## src/rtl/uart_arb_pkg.sv

```systemverilog
// Shared definitions for the UART frame arbiter: FSM state encoding,
// the default frame size and the timer-width helper.
package uart_arb_pkg;

  typedef enum logic [2:0] {
    IDLE       = 3'd0,
    TRIG       = 3'd1,
    WAIT_START = 3'd2,
    WAIT_DONE  = 3'd3,
    GAP        = 3'd4
  } arb_state_e;

  localparam int DEFAULT_FRAME_BYTES = 18;

  function automatic int max_int(input int a, input int b);
    return (a > b) ? a : b;
  endfunction

  // One extra bit over the largest count so the saturating timer never wraps.
  function automatic int timer_width(input int gap_cycles, input int start_timeout);
    return $clog2(max_int(gap_cycles, start_timeout)) + 1;
  endfunction

endpackage

```

## src/rtl/rr_picker.sv

```systemverilog
// Round-robin picker: returns the first set request bit searching upward
// from last+1 and wrapping modulo NREQ. Purely combinational.
module rr_picker #(
  parameter int NREQ = 4,
  parameter int IW   = $clog2(NREQ)
) (
  input  logic [NREQ-1:0] req,
  input  logic [IW-1:0]   last,
  output logic            valid,
  output logic [IW-1:0]   idx
);

  logic [IW-1:0] cand;

  // Walk candidates from farthest to nearest so the nearest set bit after 'last' wins.
  always_comb begin
    valid = 1'b0;
    idx   = '0;
    cand  = '0;
    for (int k = NREQ; k >= 1; k--) begin
      cand = IW'((int'(last) + k) % NREQ);
      if (req[cand]) begin
        valid = 1'b1;
        idx   = cand;
      end
    end
  end

endmodule

```

## src/rtl/uart_frame_arbiter.sv

```systemverilog
// Shares one UART transmit path among NREQ frame requesters. Grants are
// round-robin; the winning frame is latched into tx_in, the UART is
// triggered, and the next grant waits until the frame has drained plus
// an inter-frame gap. A start timeout guards against a UART that never
// leaves idle.
module uart_frame_arbiter
  import uart_arb_pkg::*;
#(
  parameter int NREQ          = 4,
  parameter int FRAME_BYTES   = DEFAULT_FRAME_BYTES,
  parameter int GAP_CYCLES    = 1000,
  parameter int START_TIMEOUT = 1024
) (
  input  logic                          clk,
  input  logic                          reset_n,
  input  logic [NREQ-1:0]               req,
  input  logic [NREQ*FRAME_BYTES*8-1:0] frame_in,
  output logic [NREQ-1:0]               ack,
  output logic [NREQ-1:0]               done,
  output logic                          err,
  output logic                          busy,
  output logic [$clog2(NREQ)-1:0]       cur_grant,
  input  logic                          tx_idle,
  output logic                          tx_trigger,
  output logic [FRAME_BYTES*8-1:0]      tx_in
);

  localparam int FW = FRAME_BYTES * 8;
  localparam int IW = $clog2(NREQ);
  localparam int TW = timer_width(GAP_CYCLES, START_TIMEOUT);

  localparam logic [TW-1:0] TO_LAST  = TW'(START_TIMEOUT - 1);
  // A zero gap still spends one cycle in GAP, so both 0 and 1 end at count 0.
  localparam logic [TW-1:0] GAP_LAST = (GAP_CYCLES > 0) ? TW'(GAP_CYCLES - 1) : '0;

  arb_state_e      state_q;
  logic [FW-1:0]   tx_in_q;
  logic [FW-1:0]   frame_d;
  logic [IW-1:0]   cur_grant_q;
  logic [IW-1:0]   pick_idx;
  logic            pick_valid;
  logic [NREQ-1:0] ack_q;
  logic [NREQ-1:0] done_q;
  logic            err_q;
  logic            busy_q;
  logic            trig_q;
  logic [TW-1:0]   timer_q;

  rr_picker #(
    .NREQ (NREQ),
    .IW   (IW)
  ) u_picker (
    .req   (req),
    .last  (cur_grant_q),
    .valid (pick_valid),
    .idx   (pick_idx)
  );

  assign frame_d = frame_in[int'(pick_idx) * FW +: FW];

  // Arbitration FSM with timer, frame register and all registered outputs.
  always_ff @(posedge clk or negedge reset_n) begin
    if (!reset_n) begin
      state_q     <= IDLE;
      tx_in_q     <= '0;
      cur_grant_q <= IW'(NREQ - 1);
      ack_q       <= '0;
      done_q      <= '0;
      err_q       <= 1'b0;
      busy_q      <= 1'b0;
      trig_q      <= 1'b0;
      timer_q     <= '0;
    end else begin
      ack_q  <= '0;
      done_q <= '0;
      err_q  <= 1'b0;
      trig_q <= 1'b0;
      case (state_q)
        IDLE: begin
          if (pick_valid) begin
            tx_in_q     <= frame_d;
            cur_grant_q <= pick_idx;
            ack_q       <= NREQ'(1) << pick_idx;
            busy_q      <= 1'b1;
            state_q     <= TRIG;
          end
        end
        TRIG: begin
          trig_q  <= 1'b1;
          timer_q <= '0;
          state_q <= WAIT_START;
        end
        WAIT_START: begin
          if (!tx_idle) begin
            state_q <= WAIT_DONE;
          end else if (timer_q == TO_LAST) begin
            err_q   <= 1'b1;
            timer_q <= '0;
            state_q <= GAP;
          end else if (timer_q != '1) begin
            timer_q <= timer_q + 1'b1;
          end
        end
        WAIT_DONE: begin
          if (tx_idle) begin
            done_q  <= NREQ'(1) << cur_grant_q;
            timer_q <= '0;
            state_q <= GAP;
          end
        end
        GAP: begin
          if (timer_q == GAP_LAST) begin
            busy_q  <= 1'b0;
            state_q <= IDLE;
          end else if (timer_q != '1) begin
            timer_q <= timer_q + 1'b1;
          end
        end
        default: begin
          busy_q  <= 1'b0;
          state_q <= IDLE;
        end
      endcase
    end
  end

  assign ack        = ack_q;
  assign done       = done_q;
  assign err        = err_q;
  assign busy       = busy_q;
  assign cur_grant  = cur_grant_q;
  assign tx_trigger = trig_q;
  assign tx_in      = tx_in_q;

endmodule

```

## config.mk

```make
export PLATFORM = sky130hd
export DESIGN_NAME = uart_frame_arbiter
export DESIGN_NICKNAME = d
export VERILOG_FILES = /design/src/rtl/uart_arb_pkg.sv /design/src/rtl/rr_picker.sv /design/src/rtl/uart_frame_arbiter.sv
export SDC_FILE = /design/constraint.sdc
export NUM_CORES = 1
export LEC_CHECK = 0
export BUFFER_PORTS_ARGS = -buffer_cell sky130_fd_sc_hd__buf_2
export CAP_MARGIN = 20
export CORE_AREA = 5 5 282 284
export DETAILED_ROUTE_END_ITERATION = 8
export DIE_AREA = 0 0 287 289
export GPL_ROUTABILITY_DRIVEN = 0
export PLACE_DENSITY = 0.4
export SLEW_MARGIN = 10
export SYNTH_ARGS = -nofsm -noshare
export SYNTH_HDL_FRONTEND = slang
export SYNTH_SLANG_ARGS = --single-unit
```

## constraint.sdc

```tcl
create_clock -name clk -period 4.5 [get_ports clk]
set_clock_uncertainty 0.15 [all_clocks]
set_input_delay 0.225 -clock clk [delete_from_list [all_inputs] [get_ports clk]]
set_output_delay 0.225 -clock clk [all_outputs]
set_load 0.03 [all_outputs]
```

**Word-level counts from Yosys, hierarchy flattened**

Index checks and enable logic that the tools add are counted.

- Register bits: 171
- Bits in latches: 0
- Memory bits (writable): 0
- Bits in read-only memories: 0
- Output and inout bits: 157
- Logic and storage cells: 82
- Memories: 0

- Add/sub/neg operators: 5
- Multiply operators: 1
- Div/mod/pow operators: 0
- $lt $le $gt $ge: 4
- Eq/ne operators: 13
- Shift-type cells: 3
- Muxes and demuxes: 39
- Bitwise operators: 1
- Reduce and logical (&&, ||, !) cells: 7

Operator list:

| operator | count |
|---|---|
| $shiftx 576x11->144 | 1 |
| $mux 11 | 5 |
| $pmux 11 s4 | 1 |
| $eq 11x10->1 const B | 2 |
| $mux 4 | 4 |
| $mux 3 | 5 |
| $pmux 3 s5 | 1 |
| $mux 1 | 14 |
| $lt 2x3->1 const B | 4 |
| $add 11x1->11 const B | 1 |
| $ne 11x11->1 const B | 1 |
| $ne 2x2->1 const B | 5 |
| $bmux 1 s2 | 4 |
| $mux 2 | 4 |
| $reduce_and 4->1 | 2 |
| $shl 1x2->4 const A | 2 |
| $eq 3x2->1 const B | 2 |
| $mul 2x4->6 const B | 1 |
| $add 2x1->2 const B | 2 |
| $add 2x2->2 const B | 2 |
| $reduce_bool 4->1 | 1 |
| $eq 3x1->1 const B | 1 |
| $eq 3x3->1 const B | 1 |
| $logic_not 3->1 | 1 |
| other kinds (6) | 6 |

**Depth between registers and ports, before layout**

Gate-level depths: netlist of run 1.

- Depth after elaboration: 10
- Gate-level depth with buffers: 10
- Mapped depth without buffers: 6

**Cells and area by module**

A second synthesis of run 1 with hierarchy kept.

- Cell total of the unflattened synthesis: 930
- Area total of the unflattened synthesis: 10154.7 um^2

By module, submodules not included:

| module | instances | cells an instance | area an instance (um^2) | seq. area each (um^2) |
|---|---|---|---|---|
| uart_frame_arbiter | 1 | 916 | 10063.4 | 4281.6 |
| rr_picker | 1 | 14 | 91.3 | 0.0 |

**Worst setup path after synthesis of run 1**

Ideal clock, no wire load.

- Path kind: reg-to-reg
- Start: register cur_grant_q[0] (netlist: cur_grant[0])
- End: register tx_in_q[102] (netlist: tx_in[102])
- Library setup time: 0.126 ns
- Data arrival time: 2.955 ns
- Data required time: 4.224 ns
- Slack: 1.269 ns
- Stages on the path, launching flop included: 10
- Buffers on the path: 3
- Clock period less this slack: 3.231 ns
- Cells stage by stage: dfstp_2 buf_2 inv_1 ha_1 or4_1 a22o_1 buf_6 buf_8 mux2_4 a221o_1

- Longest elaborated chain between the ends: 9
- Elaborated cells on any way between the ends: 23

RTL lines:

| item | RTL line | source |
|---|---|---|
| from (decl) | uart_frame_arbiter.sv:39 | `logic [IW-1:0] cur_grant_q;` |
| from (signal assigned) | uart_frame_arbiter.sv:66 | `cur_grant_q <= IW'(NREQ - 1);` |
| from (signal assigned) | uart_frame_arbiter.sv:82 | `cur_grant_q <= pick_idx;` |
| $add 2x1->2 | rr_picker.sv:21 | `cand = IW'((int'(last) + k) % NREQ);` |
| $bmux 1 s2 | rr_picker.sv:22 | `if (req[cand]) begin` |
| $mux 1 (implied by the code) | rr_picker.sv:22 |  |
| $mux 2 (4 in a row) | rr_picker.sv:22 |  |
| $mul 2x4->6 | uart_frame_arbiter.sv:59 | `assign frame_d = frame_in[int'(pick_idx) * FW +: FW];` |
| $shiftx 576x11->144 | uart_frame_arbiter.sv:59 |  |
| to (signal assigned) | uart_frame_arbiter.sv:81 | `tx_in_q <= frame_d;` |
| to (decl) | uart_frame_arbiter.sv:37 | `logic [FW-1:0] tx_in_q;` |

Parallel ways exist; a longest one is shown, timed or not. The select of a mux whose other input is x is not followed.
A chain may end at the register's enable or synchronous reset.

**Worst setup path in the final report of run 1**

- Start: register cur_grant_q[0] (netlist: cur_grant[0])
- End: register tx_in_q[51] (netlist: tx_in[51])

The elaborated chain is that of the path after synthesis.

==> results of run 1 <==
cells in the final DEF (no fill, tap or decap), types with 3 or more instances in the layout:
master and count:
nor4_1 4, or4_1 4, mux2i_1 126, buf_2 738
mux2_2 21, o31ai_1 85, clkinv_4 3, inv_6 4
nor2_1 12, o22ai_1 5, nand3_1 10, a21boi_0 4
dfrtp_1 169, buf_12 10, diode_2 9, a221o_1 83
nor2b_1 3, clkbuf_16 17, ha_1 5, inv_1 127
dlygate4sd3_1 306, and2_1 5, mux2_4 62, buf_4 17
nand2_1 242, a31oi_1 3, o211ai_1 62, nand2b_1 7
a21oi_1 9, a2111oi_0 122, o21ai_0 5, or3_1 3
synth_stat cells, types with 2 or more instances:
master / count / share of area [%]
buf_2: 30 / 1.2
mux2_2: 21 / 1.9
o22a_1: 2 / 0.14
a221o_1: 83 / 6.6
nor4_1: 4 / 0.20
nor3_1: 2 / 0.080
o22ai_1: 5 / 0.25
clkbuf_1: 107 / 3.2
o31ai_1: 85 / 5.1
or3_1: 3 / 0.15
a21boi_0: 4 / 0.24
nand3_1: 10 / 0.40
a31o_2: 2 / 0.14
nor2_1: 13 / 0.39
inv_1: 127 / 3.8
nand2b_1: 7 / 0.35
buf_8: 6 / 0.72
a31oi_1: 3 / 0.15
buf_6: 2 / 0.18
or4_1: 5 / 0.30
nand4_1: 2 / 0.10
nand2_1: 243 / 7.3
dfrtp_1: 169 / 34
buf_1: 7 / 0.21
a2111oi_0: 122 / 8.5
nor2b_1: 3 / 0.15
a21oi_1: 11 / 0.44
o211ai_1: 62 / 3.7
and2_1: 5 / 0.25
dfstp_2: 2 / 0.42
ha_1: 5 / 0.50
mux2_4: 62 / 7.4
o21ai_0: 5 / 0.20
mux2i_1: 127 / 10
and3_1: 2 / 0.10
kinds of logic after synthesis:
| logic type | synth area share [%] |
|---|---|
| xor+xnor | 0.0698 |
| flops | 34.1 |
| buf+inv | 9.31 |
| fa+ha+maj | 0.499 |
| simple gates | 10.4 |
| compound gates | 26.0 |
| mux | 19.6 |
area by class of cell:
cell class / count / area [µm²]
multi-input combinational: 917 / 7190
clock buffer: 19 / 433
sequential: 171 / 4290
tap: 1040 / 1300
fill: 8417 / 55900
antenna: 9 / 22.5
timing repair buffer: 1072 / 7100
clock inverter: 13 / 156
inverter: 127 / 477
per-layer routing:
layer	global-route usage (%)	share of wire, %	vias up
met5	0	0.095	-
met3	4.51	7.0	67
met2	27.6	51	566
li1	-	-	7007
met1	18.0	39	7399
met4	5.08	2.4	10
sequential cells by signal, indices dropped and copies added (netlist names):
signal and count:
tx_trigger 1, state_q 3, timer_q 11, busy 1, ack 4, done 4
tx_in 144, cur_grant 2, err 1
power breakdown:
| part | switching, mW | leakage [nW] | internal (mW) | total [mW] |
|---|---|---|---|---|
| registers | 0.522 | 2.14 | 2.27 | 2.80 |
| clock network | 0.801 | 0.287 | 0.837 | 1.64 |
| logic | 6.39 | 7.93 | 4.91 | 11.3 |
worst max path at each step:
stage | to | cells after the start
global placement | tx_in[92] | 7
detailed placement | tx_in[85] | 7
finish | tx_in[51] | 9
global route | tx_in[51] | 9
CTS | tx_in[51] | 9
floorplan | tx_in[102] | 9
what timing repair did:
item	in CTS	in global routing
endpoints found under the hold margin	228	0
gates resized for setup	0	2
hold buffers	306	0
endpoints found under the setup margin	0	6
tightest hold or removal path, cell delays in order:
cell,delay (ns)
buf_2,0.10
inv_1,0.04
a2111oi_0,0.04
mux2i_1,0.13
o211ai_1,0.10
==> qor.csv, run 1 <==
metric;value;unit
Boundary Pins;740;
clock root buffer master;clkbuf_16;
area grow syn2layout;67.1;%
Final min period;4.45;ns
Routed WL;68300;µm
Pins Over Slew Limit;0;
Crit path required time;4.77;ns
Design Area, Final;21000;µm²
Post-DRT Antenna Nets;0;
Worst path top cell family by delay;buffers and inverters;
WHS Path Cells;5;
Total GRT Usage;15.5;%
hold endpoint;tx_in[41];
final worst-path cycle share;98.9;%
vias post-DR;15000;
die height;289;µm
# Post-CTS Setup Buffers;0;
worst reg2reg path endpoint;tx_in[51];
WHS;0.0528;ns
share of cells above drive strength 1;38.7;%
Final Setup Violations;0;
peak supply drop;0.000894;V
Skew-Pair Late Insertion Delay;0.47;ns
Die Wd;287;µm
Tightest Pin Transition;0.875;ns
Post-synth EDFFs;0;
RSZ-0062 raised after global routing;false;
Finished Layout Cells;3368;
Mapped Area;12500;µm²
Synth Warn #;0;
Leak;10.4;nW
worst setup margin;0.0509;ns
end-of-flow core utilization;27.3;%
dpl hpwl;49200;µm
placed instance area;17300;µm²
hold crit path type;primary input to register;
Placed Cells;3021;
max_slew headroom;40.1;%
most common flop cell mapped by yosys;dfrtp_1;
outcome;complete, no violations;
critical path cell sequence;inv_1, ha_1, or4_1, a22o_4, buf_12, mux2i_2, dlygate4sd3_1, o211ai_1, dlygate4sd3_1;
Max stage delay on crit path;0.74;ns
syn_area_per_cell;9.18;µm²
post-synth net total;1955;
maxcap violations;0;
Synth Instances;1367;
clock buffer depth;2;
worst path buffer plus inverter count;4;
clock edge transition at the registers on the reported setup and hold paths;0.08;ns
CP Class;register to register;
Crit. Startpoint;cur_grant[0];
GRT Residual Overflow;0;
synthesized flop and latch total;171;
initial antenna violation count;14;
First DRT Iteration DRCs;715;
first-pass GRT wire length;99600;µm
TritonCTS buffer count;17;
Setup WS pre-CTS;0.888;ns
number of remaining DRC errors;0;
Via density;4.47;
Final Hold Viols;0;
pin count of the biggest net entering global routing;124;
# nets final;2894;
depth of the CTS H-tree;4;
fraction of registers with async set/reset;100;%
CTS Sinks;171;
worst reg-to-reg path cell count;9;
CTS tree;done;
Worst setup EP type;register;
DRT Pass-1 Iters;5;
Synth cell types;54;
core area;76800;µm²
Worst R2R Start;cur_grant[0];
die footprint;82900;µm²
vias in the first global route;15900;
CP Max Fanout;90;
final setup TNS;0;ns
Setup crit start kind;register;
sequential area share after synthesis;34.1;%
power per cell area;751;nW/µm²
Fmax;225;MHz
most used cell, CP;dlygate4sd3_1;
origin of the worst min-delay path;frame_in[329];
# port buffers;739;
initial core utilization;16.3;%
crit path DAT;4.72;ns
Final Power;15.7;mW
CP max-delay cell;dfstp_4;
R2R Setup Slk;0.05;ns
Std-Cell Rows;102;
Routed WL per cell;20.3;µm
Power figures use the tool's default switching activity.
==> run 2: changes to the inputs <==
--- a/config.mk
+++ b/config.mk
@@ -12,6 +12,7 @@
 export DIE_AREA = 0 0 287 289
 export GPL_ROUTABILITY_DRIVEN = 0
 export PLACE_DENSITY = 0.4
+export RECOVER_POWER = 25
 export SLEW_MARGIN = 10
 export SYNTH_ARGS = -nofsm -noshare
 export SYNTH_HDL_FRONTEND = slang
==> run 2 against run 1 <==
Effect of this change:
- the flow now finishes with violations (capacitance limit, slew limit)
- power is 0.25% lower
- design area is 0.29% lower
- clock power hardly changed
- core utilization is 0.080 points lower
- global-route usage stayed put
- clock-buffer cell count stayed put
- register-to-register slack hardly changed
- largest cell class unchanged
- fmax is 0.25% higher
- first-iteration DRC count is 0.70% higher
==> qor.csv, run 2 (synthesized netlist as in run 1, its figures left out) <==
metric;value;unit;change
placed instance area;17300;µm²;unchanged
power per cell area;751;nW/µm²;about the same
clock buffer depth;2;;unchanged
worst path buffer plus inverter count;4;;unchanged
Setup crit start kind;register;;
most common cell after layout, fill and taps aside;buf_2;;
depth of the CTS H-tree;4;;unchanged
initial core utilization;16.3;%;unchanged
CP Class;register to register;;
WHS;0.0523;ns;-0.000518 ns
most frequent cells in the layout;696 x buf_2, 306 x dlygate4sd3_1, 242 x nand2_1;;
Via density;4.47;;about the same
Fmax;225;MHz;+0.25%
die footprint;82900;µm²;unchanged
Final min period;4.44;ns;-0.0110 ns
RSZ-0062 raised after global routing;false;;
peak supply drop;0.000894;V;about the same
Largest register FFs;144;;unchanged
R2R Setup Slk;0.06;ns;about the same
hold crit path type;primary input to register;;
# port buffers;739;;unchanged
failing checks;capacitance limit, slew limit;;
CTS tree;done;;
Pins Over Slew Limit;81;;+81
critical path cell sequence;inv_1, ha_1, or4_1, a22o_4, buf_12, mux2i_2, dlygate4sd3_1, o211ai_1, dlygate4sd3_1;;
GRT Residual Overflow;0;;unchanged
max_slew headroom;-66.0;%;-110 points
# nets final;2894;;unchanged
pin count of the biggest net entering global routing;124;;unchanged
DRT Pass-1 Iters;5;;unchanged
Skew-Pair Late Insertion Delay;0.47;ns;about the same
share of cells above drive strength 1;36.9;%;-1.8 points
Total GRT Usage;15.5;%;unchanged
Crit path required time;4.77;ns;about the same
Std-Cell Rows;102;;unchanged
final setup TNS;0;ns;unchanged
area grow syn2layout;66.6;%;
vias post-DR;15100;;+0.093%
Worst setup EP type;register;;
vias in the first global route;15900;;unchanged
CP max-delay cell;dfstp_4;;
Tightest Pin Transition;2.49;ns;+1.62 ns
Routed WL;68400;µm;+0.13%
TritonCTS buffer count;17;;unchanged
Worst path top cell family by delay;buffers and inverters;;
core area;76800;µm²;unchanged
CP Max Fanout;90;;unchanged
clock root buffer master;clkbuf_16;;
Final Hold Viols;0;;unchanged
number of remaining DRC errors;0;;unchanged
Die Wd;287;µm;unchanged
crit path DAT;4.71;ns;about the same
worst setup margin;0.0618;ns;+0.0110 ns
Routed WL per cell;20.3;µm;+0.13%
Design Area, Final;20900;µm²;-0.29%
Post-DRT Antenna Nets;0;;unchanged
Final Setup Violations;0;;unchanged
final worst-path cycle share;98.6;%;-0.24 points
first-pass GRT wire length;99600;µm;unchanged
maxcap violations;1;;+1
die height;289;µm;unchanged
CTS Sinks;171;;unchanged
end-of-flow core utilization;27.2;%;-0.080 points
most used cell, CP;dlygate4sd3_1;;
Leak;10.2;nW;-1.4%
First DRT Iteration DRCs;720;;+0.70%
initial antenna violation count;14;;unchanged
Boundary Pins;740;;unchanged
clock edge transition at the registers on the reported setup and hold paths;0.08;ns;about the same
Max stage delay on crit path;0.74;ns;about the same
dpl hpwl;49200;µm;unchanged
outcome;complete, but fails checks;;
Setup WS pre-CTS;0.888;ns;unchanged
run 2: cell types whose count changed in the layout (fill, tap and decap cells not counted):
cell / delta
clkbuf_8: -1
clkbuf_2: +1
clkbuf_1: +42
buf_2: -42
run 2: worst paths after layout:
check | from | end | cells past startpoint
max | cur_grant[0] | tx_in[51] | 9
min | frame_in[329] | tx_in[41] | 5
max reg2reg | cur_grant[0] | tx_in[51] | 9
min reg2reg | tx_in[49] | tx_in[49] | 2
max in group asynchronous | reset_n | timer_q[2] | 3
min in group asynchronous | reset_n | tx_in[18] | 2
run 2: timing repair:
item,CTS,global route
gates resized for setup,0,2
hold endpoints to repair,228,0
endpoints found under the setup margin,0,6
setup buffers,0,0
hold buffers,306,0
run 2: area by class of cell:
type,instances,area (µm²)
Clock inverter,13,156
Fill cell,8440,55900
Clock buffer,19,433
Antenna cell,9,22.5
Multi-Input combinational cell,917,7190
Timing Repair Buffer,1072,7040
Tap cell,1040,1300
Inverter,127,477
Sequential cell,171,4290
run 2: worst min-delay path, stage by stage:
cell and delay, ns:
buf_2 0.10, inv_1 0.04, a2111oi_0 0.04, mux2i_1 0.13
o211ai_1 0.10
run 2: routing by layer:
metal  routed length, µm  GRT usage (%)  vias up
met5                  65              0        -
met4                1620           5.08       10
met3                4940           4.51       69
met2               35000           27.6      567
met1               26800           18.0     7405
li1                    -              -     7012
run 2: report_power, final:
| group | internal, mW | switching [mW] |
|---|---|---|
| combinational | 4.86 | 6.40 |
| sequential | 2.27 | 0.527 |
| clock | 0.836 | 0.800 |
run 2: metrics by stage:
stage | std cells | total power [mW]
6_report | 3368 | 15.7
5_1_grt | 3364 | 16.8
4_1_cts | 3359 | 15.9
3_5_place_dp | 3021 | 12.6
3_3_place_gp | 3021 | 12.5
2_1_floorplan | 1367 | 9.57
==> run 3: changes to the inputs <==
--- a/config.mk
+++ b/config.mk
@@ -13,6 +13,7 @@
 export GPL_ROUTABILITY_DRIVEN = 0
 export PLACE_DENSITY = 0.4
 export RECOVER_POWER = 25
+export REMOVE_ABC_BUFFERS = 1
 export SLEW_MARGIN = 10
 export SYNTH_ARGS = -nofsm -noshare
 export SYNTH_HDL_FRONTEND = slang
==> run 3 against run 2 <==
Effect of this change:
- the flow still finishes with violations (capacitance limit, slew limit)
- combinational power barely moved
- worst setup slack got worse by 0.039 ns
- sequential power fell by 2%
- core utilization rose by 0.49 points
- hold slack got worse by 0.0070 ns
- clock-buffer cell count fell by 1
- die area did not move
- register-to-register slack got worse by 0.04 ns
- via count fell by 0.16%
- cell count rose by 0.89%
- highest routed layer unchanged
==> qor.csv, run 3 (synthesized netlist as in run 1, its figures left out) <==
metric;value;unit;change
share of cells above drive strength 1;37.4;%;+0.56 points
First DRT Iteration DRCs;853;;+18%
Post-DRT Antenna Nets;0;;unchanged
Final Hold Viols;0;;unchanged
most common cell after layout, fill and taps aside;buf_2;;
crit path DAT;4.76;ns;+0.05 ns
vias post-DR;15000;;-0.16%
hold crit path type;primary input to register;;
Final Power;15.8;mW;+0.86%
Final min period;4.48;ns;+0.0391 ns
WHS Path Cells;5;;unchanged
clock edge transition at the registers on the reported setup and hold paths;0.09;ns;about the same
Leak;10.4;nW;+2.0%
RSZ-0062 raised after global routing;true;;
Worst setup EP type;register;;
Max stage delay on crit path;0.73;ns;about the same
hold endpoint;tx_in[66];;
dpl hpwl;46300;µm;-5.9%
worst reg-to-reg path cell count;9;;unchanged
# port buffers;739;;unchanged
first-pass GRT wire length;95400;µm;-4.3%
depth of the CTS H-tree;4;;unchanged
Setup crit start kind;register;;
initial antenna violation count;15;;+1
Via density;4.43;;-1.0%
CTS tree;done;;
worst reg2reg path endpoint;tx_in[16];;
TritonCTS buffer count;17;;unchanged
GRT Residual Overflow;0;;unchanged
DRT Pass-1 Iters;5;;unchanged
origin of the worst min-delay path;frame_in[354];;
most used cell, CP;dlygate4sd3_1;;
power per cell area;744;nW/µm²;-0.91%
# Post-CTS Setup Buffers;0;;unchanged
R2R Setup Slk;0.02;ns;-0.04 ns
critical path cell sequence;inv_1, ha_2, or4_1, a22o_4, buf_12, mux2i_1, dlygate4sd3_1, o211ai_1, dlygate4sd3_1;;
Final Setup Violations;0;;unchanged
# nets final;2921;;+0.93%
Skew-Pair Late Insertion Delay;0.48;ns;about the same
CP max-delay cell;dfstp_4;;
outcome;complete, but fails checks;;
peak supply drop;0.000747;V;-16%
clock buffer depth;2;;unchanged
Std-Cell Rows;102;;unchanged
Total GRT Usage;14.7;%;-0.88 points
worst path buffer plus inverter count;4;;unchanged
vias in the first global route;15800;;-0.68%
die footprint;82900;µm²;unchanged
Worst R2R Start;cur_grant[0];;
final worst-path cycle share;99.5;%;+0.87 points
CP Max Fanout;102;;+13%
area grow syn2layout;69.6;%;
most frequent cells in the layout;720 x buf_2, 335 x dlygate4sd3_1, 242 x nand2_1;;
initial core utilization;16.3;%;unchanged
maxcap violations;1;;unchanged
CP Class;register to register;;
number of remaining DRC errors;0;;unchanged
core area;76800;µm²;unchanged
Boundary Pins;740;;unchanged
Die Wd;287;µm;unchanged
pin count of the biggest net entering global routing;138;;+11%
failing checks;capacitance limit, slew limit;;
Routed WL per cell;19.2;µm;-5.7%
Largest register FFs;144;;unchanged
max_slew headroom;-104;%;-38 points
Fmax;223;MHz;-0.87%
CTS Sinks;171;;unchanged
Tightest Pin Transition;3.06;ns;+0.565 ns
WHS;0.0453;ns;-0.00696 ns
Pins Over Slew Limit;49;;-40%
Crit path required time;4.79;ns;+0.02 ns
clock root buffer master;clkbuf_16;;
Worst path top cell family by delay;buffers and inverters;;
die height;289;µm;unchanged
Routed WL;65100;µm;-4.9%
[run 3: cell types whose count changed in the layout (fill, tap and decap cells not counted), moves of 2 or more]
| cell | previous run | this run |
|---|---|---|
| dlygate4sd3_1 | 306 | 335 |
| buf_12 | 10 | 13 |
| buf_4 | 17 | 12 |
| inv_6 | 4 | 6 |
| clkbuf_1 | 44 | 19 |
| buf_2 | 696 | 720 |
| diode_2 | 9 | 12 |
[run 3: through the flow]
stage	setup TNS (ns)	instance area, µm²	std cells	utilization [%]	setup WS (ns)
after floorplan	-1034.48	11900	1215	-	-7.62
final	0	21300	3398	27.7	0.0227
after global placement	0	17300	3019	22.5	0.749
after global routing	-0.0641	21300	3395	27.7	-0.0370
after CTS	0	21300	3386	27.7	0.0206
after detailed placement	0	17300	3019	22.5	0.682
[run 3: worst max-delay path by stage]
stage                  from         end  slack (ns)  depth (start not counted)
2_1_floorplan  cur_grant[0]  tx_in[100]       -7.62                          6
3_3_place_gp   cur_grant[0]   tx_in[34]        0.75                          7
3_5_place_dp   cur_grant[0]  tx_in[127]        0.68                          7
4_1_cts        cur_grant[0]   tx_in[49]        0.02                          9
5_1_grt        cur_grant[0]   tx_in[16]       -0.04                          9
6_report       cur_grant[0]   tx_in[16]        0.02                          9
[run 3: layer usage]
metal	track usage, %	part of all wire (%)
met2	25.3	50
met3	3.62	6.6
met5	0	0.020
met4	4.96	2.8
met1	17.9	40
[run 3: cell type report]
type / instances / area, µm²
Clock inverter: 14 / 176
Timing Repair Buffer: 1099 / 7380
Tap cell: 1040 / 1300
Fill cell: 8531 / 55600
Antenna cell: 12 / 30.0
Inverter: 127 / 477
Sequential cell: 171 / 4290
Clock buffer: 18 / 439
Multi-Input combinational cell: 917 / 7190
[run 3: repair_timing]
| action | CTS | global route |
|---|---|---|
| endpoints found under the setup margin | 0 | 26 |
| hold buffers | 335 | 0 |
| gates resized for setup | 0 | 2 |
| endpoints found under the hold margin | 195 | 0 |
[run 3: report_power, final]
group | internal (mW) | leakage (nW) | total, mW | switching [mW]
Clock | 0.859 | 0.300 | 1.68 | 0.823
Sequential | 2.27 | 2.14 | 2.75 | 0.478
Combinational | 5.06 | 7.98 | 11.4 | 6.34
[run 3: worst min-delay path, stage by stage]
cell,delay [ns]
buf_2,0.09
inv_1,0.04
a2111oi_0,0.05
mux2i_1,0.12
o211ai_1,0.11
